`config.mk`:
```
export PLATFORM = sky130hd
export DESIGN_NAME = uart_sequencer
export DESIGN_NICKNAME = d
export VERILOG_FILES = /design/src/rtl/uart_pkg.sv /design/src/rtl/uart_seq_fifo.sv /design/src/rtl/uart_sequencer.sv
export SDC_FILE = /design/constraint.sdc
export NUM_CORES = 1
export LEC_CHECK = 0
export BUFFER_PORTS_ARGS = -buffer_cell sky130_fd_sc_hd__buf_4
export CORE_ASPECT_RATIO = 0.6
export CORE_MARGIN = 2
export CORE_UTILIZATION = 65
export DETAILED_ROUTE_END_ITERATION = 6
export PLACE_DENSITY = 0.91
export SYNTH_ARGS = -nofsm -noshare
export SYNTH_HDL_FRONTEND = slang
export SYNTH_SLANG_ARGS = --single-unit
```
`constraint.sdc`:
```
create_clock -name clk -period 9.5 [get_ports clk]
set_input_delay 0.475 -clock clk [delete_from_list [all_inputs] [get_ports clk]]
set_output_delay 0.475 -clock clk [all_outputs]
set_load 0.05 [all_outputs]
```
`src/rtl/uart_pkg.sv`:
```
// Shared register map, sequencer FSM states and frame timing helper
// for the UART register-port sequencer.
package uart_pkg;

  typedef enum logic [3:0] {
    UART_REG_STATUS = 4'h0,
    UART_REG_RXDATA = 4'h1,
    UART_REG_TXCTRL = 4'h2,
    UART_REG_TXDATA = 4'h3
  } uart_reg_e;

  typedef enum logic [2:0] {
    SEQ_IDLE,
    SEQ_TX_WR,
    SEQ_ST_REQ,
    SEQ_ST_WAIT,
    SEQ_RD_REQ,
    SEQ_RD_WAIT
  } uart_seq_state_e;

  // Clock cycles one transmitted frame occupies on the line, plus idle guard.
  function automatic int unsigned frame_cycles(
    input int unsigned clock_freq_hz,
    input int unsigned baud_rate,
    input int unsigned data_bits,
    input int unsigned parity_bit,
    input int unsigned stop_bits,
    input int unsigned guard_cycles
  );
    int unsigned bits;
    bits = 32'd1 + data_bits + ((parity_bit != 0) ? 32'd1 : 32'd0) + stop_bits;
    return (clock_freq_hz / baud_rate) * bits + guard_cycles;
  endfunction

endpackage

```
`src/rtl/uart_seq_fifo.sv`:
```
// Synchronous transmit FIFO. ready_o is a registered "not full" so the
// client handshake never sees a combinational path through the pop logic.
module uart_seq_fifo #(
  parameter int unsigned Depth = 16,
  parameter int unsigned Width = 8,
  localparam int unsigned AddrW = $clog2(Depth),
  localparam int unsigned CntW  = $clog2(Depth) + 1
) (
  input  logic             clk,
  input  logic             rst_n,
  input  logic             push_i,
  input  logic [Width-1:0] data_i,
  input  logic             pop_i,
  output logic [Width-1:0] data_o,
  output logic [CntW-1:0]  count_o,
  output logic             empty_o,
  output logic             ready_o
);

  logic [Width-1:0] mem_q [Depth];
  logic [AddrW-1:0] wr_ptr_q, rd_ptr_q;
  logic [CntW-1:0]  count_q, count_d;
  logic             ready_q;
  logic             push_en, pop_en;

  // A push is taken only against the registered ready, so a pop at full
  // frees a slot that becomes visible one cycle later.
  assign push_en = push_i & ready_q;
  assign pop_en  = pop_i & (count_q != '0);

  // NOTE: every variable written in always_comb gets a default first; a path
  // that leaves it unassigned would infer a latch.
  always_comb begin
    count_d = count_q;
    unique case ({push_en, pop_en})
      2'b10:   count_d = count_q + CntW'(1);
      2'b01:   count_d = count_q - CntW'(1);
      default: count_d = count_q;
    endcase
  end

  // NOTE: storage has no reset; the pointers and count reset instead, so
  // stale entries are unreachable and the array can map onto plain RAM.
  always_ff @(posedge clk) begin
    if (push_en) mem_q[wr_ptr_q] <= data_i;
  end

  // NOTE: sequential state uses non-blocking assignment so every register
  // samples the pre-edge values regardless of process ordering.
  always_ff @(posedge clk or negedge rst_n) begin
    if (!rst_n) begin
      wr_ptr_q <= '0;
      rd_ptr_q <= '0;
      count_q  <= '0;
      ready_q  <= 1'b0;
    end else begin
      if (push_en) wr_ptr_q <= wr_ptr_q + AddrW'(1);
      if (pop_en)  rd_ptr_q <= rd_ptr_q + AddrW'(1);
      count_q <= count_d;
      ready_q <= (count_d != CntW'(Depth));
    end
  end

  assign data_o  = mem_q[rd_ptr_q];
  assign count_o = count_q;
  assign empty_o = (count_q == '0);
  assign ready_o = ready_q;

endmodule

```
`src/rtl/uart_sequencer.sv`:
```
// Drives the UART register port: paced transmit writes from a FIFO and
// receive-status polling that drains bytes into a valid/ready stream.
module uart_sequencer
  import uart_pkg::*;
#(
  parameter int unsigned ClockFreqHz  = 10000000,
  parameter int unsigned BaudRate     = 9600,
  parameter int unsigned DataBitsSize = 8,
  parameter int unsigned ParityBit    = 0,
  parameter int unsigned StopBitsSize = 1,
  parameter int unsigned GuardCycles  = 16,
  parameter int unsigned TxFifoDepth  = 16,
  parameter int unsigned PollInterval = 16,
  localparam int unsigned CntW = $clog2(TxFifoDepth) + 1
) (
  input  logic            clk,
  input  logic            rst_n,
  input  logic            tx_valid,
  input  logic [7:0]      tx_data,
  output logic            tx_ready,
  output logic            rx_valid,
  output logic [7:0]      rx_data,
  input  logic            rx_ready,
  output logic [CntW-1:0] tx_fifo_count,
  output logic            tx_busy,
  output logic [3:0]      u_addr,
  output logic [7:0]      u_wdata,
  output logic            u_addr_strobe,
  input  logic [7:0]      u_data
);

  localparam int unsigned FrameCycles = frame_cycles(ClockFreqHz, BaudRate, DataBitsSize,
                                                     ParityBit, StopBitsSize, GuardCycles);
  localparam int unsigned PacerW = $clog2(FrameCycles + 1);
  localparam int unsigned PollW  = $clog2(PollInterval + 1);
  localparam logic [PacerW-1:0] PacerLoad = PacerW'(FrameCycles - 1);
  localparam logic [PollW-1:0]  PollLoad  = PollW'(PollInterval - 1);

  uart_seq_state_e   state_q, state_d;
  logic [PacerW-1:0] pacer_q, pacer_d;
  logic [PollW-1:0]  poll_q, poll_d;
  logic              rx_valid_q, rx_valid_d;
  logic [7:0]        rx_data_q, rx_data_d;
  uart_reg_e         u_addr_q, u_addr_d;
  logic [7:0]        u_wdata_q, u_wdata_d;
  logic              u_strobe_q, u_strobe_d;
  logic              last_tx_q, last_tx_d;
  logic              fifo_pop, fifo_empty;
  logic [7:0]        fifo_head;
  logic              tx_due, poll_due;

  uart_seq_fifo #(
    .Depth (TxFifoDepth),
    .Width (8)
  ) u_fifo (
    .clk     (clk),
    .rst_n   (rst_n),
    .push_i  (tx_valid),
    .data_i  (tx_data),
    .pop_i   (fifo_pop),
    .data_o  (fifo_head),
    .count_o (tx_fifo_count),
    .empty_o (fifo_empty),
    .ready_o (tx_ready)
  );

  assign tx_due   = !fifo_empty && (pacer_q == '0);
  assign poll_due = (poll_q == '0) && !rx_valid_q;

  // Outputs to the UART are decided here and registered, so the strobe is
  // high exactly while the FSM sits in a request state.
  always_comb begin
    state_d    = state_q;
    pacer_d    = (pacer_q != '0) ? pacer_q - PacerW'(1) : pacer_q;
    poll_d     = (poll_q != '0) ? poll_q - PollW'(1) : poll_q;
    rx_valid_d = rx_valid_q & ~rx_ready;
    rx_data_d  = rx_data_q;
    u_addr_d   = u_addr_q;
    u_wdata_d  = u_wdata_q;
    u_strobe_d = 1'b0;
    last_tx_d  = last_tx_q;
    fifo_pop   = 1'b0;
    unique case (state_q)
      SEQ_IDLE: begin
        // When both are due, alternate so neither direction starves.
        if (tx_due && (!poll_due || !last_tx_q)) begin
          state_d    = SEQ_TX_WR;
          u_strobe_d = 1'b1;
          u_addr_d   = UART_REG_TXDATA;
          u_wdata_d  = fifo_head;
          fifo_pop   = 1'b1;
          pacer_d    = PacerLoad;
          last_tx_d  = 1'b1;
        end else if (poll_due) begin
          state_d    = SEQ_ST_REQ;
          u_strobe_d = 1'b1;
          u_addr_d   = UART_REG_STATUS;
          last_tx_d  = 1'b0;
        end
      end
      SEQ_TX_WR:  state_d = SEQ_IDLE;
      SEQ_ST_REQ: state_d = SEQ_ST_WAIT;
      SEQ_ST_WAIT: begin
        if (u_data[0]) begin
          state_d    = SEQ_RD_REQ;
          u_strobe_d = 1'b1;
          u_addr_d   = UART_REG_RXDATA;
        end else begin
          state_d = SEQ_IDLE;
          poll_d  = PollLoad;
        end
      end
      SEQ_RD_REQ: state_d = SEQ_RD_WAIT;
      SEQ_RD_WAIT: begin
        state_d    = SEQ_IDLE;
        rx_data_d  = u_data;
        rx_valid_d = 1'b1;
        poll_d     = PollLoad;
      end
      default: state_d = SEQ_IDLE;
    endcase
  end

  always_ff @(posedge clk or negedge rst_n) begin
    if (!rst_n) begin
      state_q    <= SEQ_IDLE;
      pacer_q    <= '0;
      poll_q     <= '0;
      rx_valid_q <= 1'b0;
      rx_data_q  <= '0;
      u_addr_q   <= UART_REG_STATUS;
      u_wdata_q  <= '0;
      u_strobe_q <= 1'b0;
      last_tx_q  <= 1'b0;
    end else begin
      state_q    <= state_d;
      pacer_q    <= pacer_d;
      poll_q     <= poll_d;
      rx_valid_q <= rx_valid_d;
      rx_data_q  <= rx_data_d;
      u_addr_q   <= u_addr_d;
      u_wdata_q  <= u_wdata_d;
      u_strobe_q <= u_strobe_d;
      last_tx_q  <= last_tx_d;
    end
  end

  assign rx_valid      = rx_valid_q;
  assign rx_data       = rx_data_q;
  assign u_addr        = u_addr_q;
  assign u_wdata       = u_wdata_q;
  assign u_addr_strobe = u_strobe_q;
  assign tx_busy       = (tx_fifo_count != '0) || (pacer_q != '0);

endmodule

```
==> PnR_summary.wiki <==
{| class="wikitable"
! Metric !! Value
|-
| Kind of end point of the critical path || register
|-
| CP arrival || roughly 4.6 ns
|-
| Required @ worst endpoint || 9.81 ns
|-
| CTS H-tree lvls || 4
|-
| Hold Vio Cnt, Final || 0
|-
| Maximum number of pins on one net before global-route repair || 58
|-
| Total leakage power || between 3 and 4 nW
|-
| Startpoint Class || register
|-
| Outcome || completed
|-
| CTS hold repair buffers || 0
|-
| Maximum buffer depth of the clock tree || 2
|-
| Clk_skew || 0.0116 ns
|-
| Standard cell core area || 0.0119 mm²
|-
| Cell taking the most area after synthesis || edfxtp_1
|-
| Routed wirelength normalized by instance count || 25.8 µm
|-
| Number of gates resized after cts || 0
|-
| Synth area leaders || edfxtp_1 49%, dfrtp_1 18%, mux4_2 11%
|-
| Crit path kind || register to register
|-
| DRC violation count after routing || 0
|-
| Antenna violations before repair || 0
|-
| GP Congestion || ~0.88
|-
| Cell area after technology mapping || 0.00787 mm²
|-
| Layout overhead on the synthesized area || 13.1%
|-
| CP max FO || 13
|-
| Crit share post-route || ~45%
|-
| Count of routing violations after the opening detailed-route iteration || 643
|-
| Global router's overall resource usage || 29.3%
|-
| Average footprint of a synthesized cell || 16.6 µm²
|-
| Reg clk slew, reported paths || around 0.080 ns
|-
| Placed insts || 664
|-
| Clock tree from TritonCTS || built
|-
| Routed via count divided by cell count || 6.77
|-
| Total of endpoints with negative setup slack in the final report || 0
|-
| Worst-margin pin slew || roughly 0.91 ns
|-
| Die outline width || 146 µm
|-
| HPWL Detailed || 10,900 µm
|-
| Asr flop ratio synth || between 30% and 40%
|-
| Seq/Total Area, Yosys || between 60% and 70%
|-
| Final global-route overflow total || 0
|-
| Sum of negative setup slack || 0 ns
|-
| Number of warnings printed during yosys synthesis || 0
|-
| Number of clock sinks seen by CTS || 185
|-
| Overall die height || 89.3 µm
|-
| Total wirelength of the detailed-routed design || approximately 18,000 µm
|-
| Cell Chain, Critical Path || inv_1, ha_1, nor4b_4, nand4_1, nor3_2, nand2_1, inv_2, ha_1, or2b_2, a2111o_1, o211a_1, o211ai_2, nand4b_1
|-
| Clock tree root buffer cell || clkbuf_16
|-
| Master of the slowest instance on the critical path || nor4b_4
|-
| Number of buffers added by the clock tree synthesis step || 17
|-
| Post-Syn Instances || 473
|-
| Worst min path class || input pin to asynchronous set/reset pin
|-
| Number of inserted diodes || 0
|-
| CP max stage delay || around 0.43 ns
|-
| Worst slew margin || 39.4%
|-
| Final net count || 548
|-
| Insertion delay of the later-clocked pin in the worst-skew pair || 0.44 ns
|-
| Number of distinct library cell variants in the gate-level netlist after synthesis || between 50 and 60
|-
| Starting density of the core || 65.9%
|-
| Final slew viol count || 0
|-
| Achievable Freq || 0.236 GHz
|-
| WHS || 0.101 ns
|-
| First-pass detailed-route iteration total || 6
|-
| Min cycle time layout || 4.24 ns
|-
| Rows || 31
|-
| Share of Yosys cell area claimed by the top area cell type || 48.8%
|-
| Ys flop type || edfxtp_1
|-
| Number of max-capacitance violations reported || 0
|-
| Layout cell share with drive strength beyond 1 || 28.8%
|-
| Final Instance Count excl. Fillers || 696
|-
| RSZ-0062 raised after global routing || no
|-
| Number of fillers in the final layout || 654
|-
| Total via count after detailed routing || 4,710
|-
| # IOs || 49
|-
| Post-CTS setup-driven buffer insertion count || 0
|-
| Cell Pwr Density || about 290 mW/mm²
|-
| Max rail drop VDD || 0.000195 V
|-
| Total Die Area || 0.0130 mm²
|-
| Post-DRT Antenna Nets || 0
|-
| Number of I/O port buffers || 46
|-
| Vias in the first global route || 4,597
|-
| EDFF count, synth || 128
|-
| Cell seen most often among critical-path stages || ha_1
|-
| First-pass GRT wire length || between 20,000 and 30,000 µm
|-
| Flop and latch count out of synthesis || about 190
|}
==> power by group <==
group,total [W],leakage (nW),switching [W],internal [W]
Sequential,0.00116,1.85,0.000153,0.00101
Clock,0.000697,0.286,0.000324,0.000373
Combinational,0.000701,1.09,0.000436,0.000265
Total,0.00256,3.22,0.000913,0.00165
==> cells in the mapped netlist, types with 3 or more instances <==
master	instances
nand2_1	29
dfrtp_1	57
buf_1	3
mux2_1	5
buf_4	3
nor3_2	3
nor2_1	18
nand4_1	3
nor3_1	10
or2_2	3
mux2_2	14
nor2b_1	3
or3_1	5
a21oi_1	8
ha_1	10
and3_1	7
inv_1	12
clkbuf_1	7
nand3_1	11
o21ai_0	13
and2_1	13
o211ai_1	4
xnor2_1	14
mux4_2	40
xor2_1	3
edfxtp_1	128
buf_2	7
==> layout by cell type (no fill, tap or decap), types with 4 or more instances in the layout <==
cell / synthesis / layout
o21ai_0: 13 / 13
clkbuf_16: 0 / 17
ha_1: 10 / 10
edfxtp_1: 128 / 128
buf_4: 3 / 47
or3_1: 5 / 5
inv_6: 0 / 6
dfrtp_1: 57 / 55
xnor2_1: 14 / 14
nor3_1: 10 / 10
mux2_2: 14 / 14
o211ai_1: 4 / 4
nand3_1: 11 / 11
inv_1: 12 / 12
a21oi_1: 8 / 8
mux2_1: 5 / 5
nor2_1: 18 / 18
and2_1: 13 / 13
mux4_2: 40 / 40
and3_1: 7 / 7
nand2_1: 29 / 29
==> final timing paths <==
check                           slack (ns)  cells past startpoint                             end                   start
worst min-delay path                  0.10                      1             poll_q[2]$_DFF_PN0_                   rst_n
max in group asynchronous             8.88                      1  u_fifo.rd_ptr_q[1]$_DFFE_PN0P_                   rst_n
worst min register to register        0.52                      1          rx_data[5]$_DFFE_PN0P_  rx_data[5]$_DFFE_PN0P_
worst max-delay path                  5.26                     13        u_fifo.ready_o$_DFF_PN0_    pacer_q[0]$_DFF_PN0_
min in group clk                      0.24                      2              rx_valid$_DFF_PN0_                rx_ready
worst max register to register        5.26                     13        u_fifo.ready_o$_DFF_PN0_    pacer_q[0]$_DFF_PN0_
==> kinds of logic (layout without fill, tap and decap cells) <==
| group | after synthesis | count (layout) | share of synthesized area (%) |
|---|---|---|---|
| AO/OA/AOI/OAI | 44 | 44 | 4.37 |
| XOR/XNOR | 17 | 17 | 1.89 |
| flip-flops | 185 | 185 | 66.9 |
| AND/OR/NAND/NOR | 120 | 120 | 8.58 |
| multiplexers | 61 | 61 | 14.5 |
| buffers and inverters | 35 | 92 | 2.11 |
| adder cells (fa/ha/maj) | 10 | 10 | 1.59 |
| other | 1 | 2 | 0.0476 |
==> layer usage <==
| metal | wire [µm] | GRT usage (%) |
|---|---|---|
| met1 | 7050 | 41.1 |
| met2 | 8000 | 43.2 |
| met3 | 2190 | 10.3 |
| met4 | 730 | 12.5 |
| met5 | 0 | 0 |
==> state kept, by name (all words and copies together) (netlist names) <==
signal	count
u_addr	2
rx_valid	1
u_wdata	8
u_fifo.wr_ptr_q	4
rx_data	8
last_tx_q	1
u_fifo.ready_o	1
u_addr_strobe	1
state_q	3
u_fifo.count_o	5
pacer_q	14
u_fifo.rd_ptr_q	4
poll_q	5
u_fifo.mem_q	128
==> critical path, delay by kind of cell, from the launching register on <==
kind / cells / cell delay (ns)
buffers and inverters: 2 / 0.55
adders and majority gates: 2 / 0.67
and+or+nand+nor: 6 / 1.87
AOI/OAI and AO/OA: 3 / 0.63
DFF: 1 / 0.40
==> cell type report <==
cell class | instances | area [µm²] | share of cell area, %
Sequential cell | 185 | 5270 | 59.2
Multi-Input combinational cell | 254 | 2440 | 27.4
Clock buffer | 17 | 425 | 4.78
Timing Repair Buffer | 47 | 353 | 3.96
Tap cell | 165 | 206 | 2.32
Clock inverter | 15 | 158 | 1.77
Inverter | 13 | 48.8 | 0.548
==> stage by stage <==
stage | worst slack [ns] | power (W) | instance area (µm²) | utilization, %
2_1_floorplan | 6.30 | 0.00162 | 7880 | -
3_3_place_gp | 5.82 | 0.00178 | 8320 | 69.7
3_5_place_dp | 5.48 | 0.00183 | 8320 | 69.7
4_1_cts | 5.36 | 0.00254 | 8900 | 74.5
5_1_grt | 5.02 | 0.00265 | 8900 | 74.5
6_report | 5.26 | 0.00256 | 8900 | 74.5
Note: power is estimated with default switching activity, not from simulation.
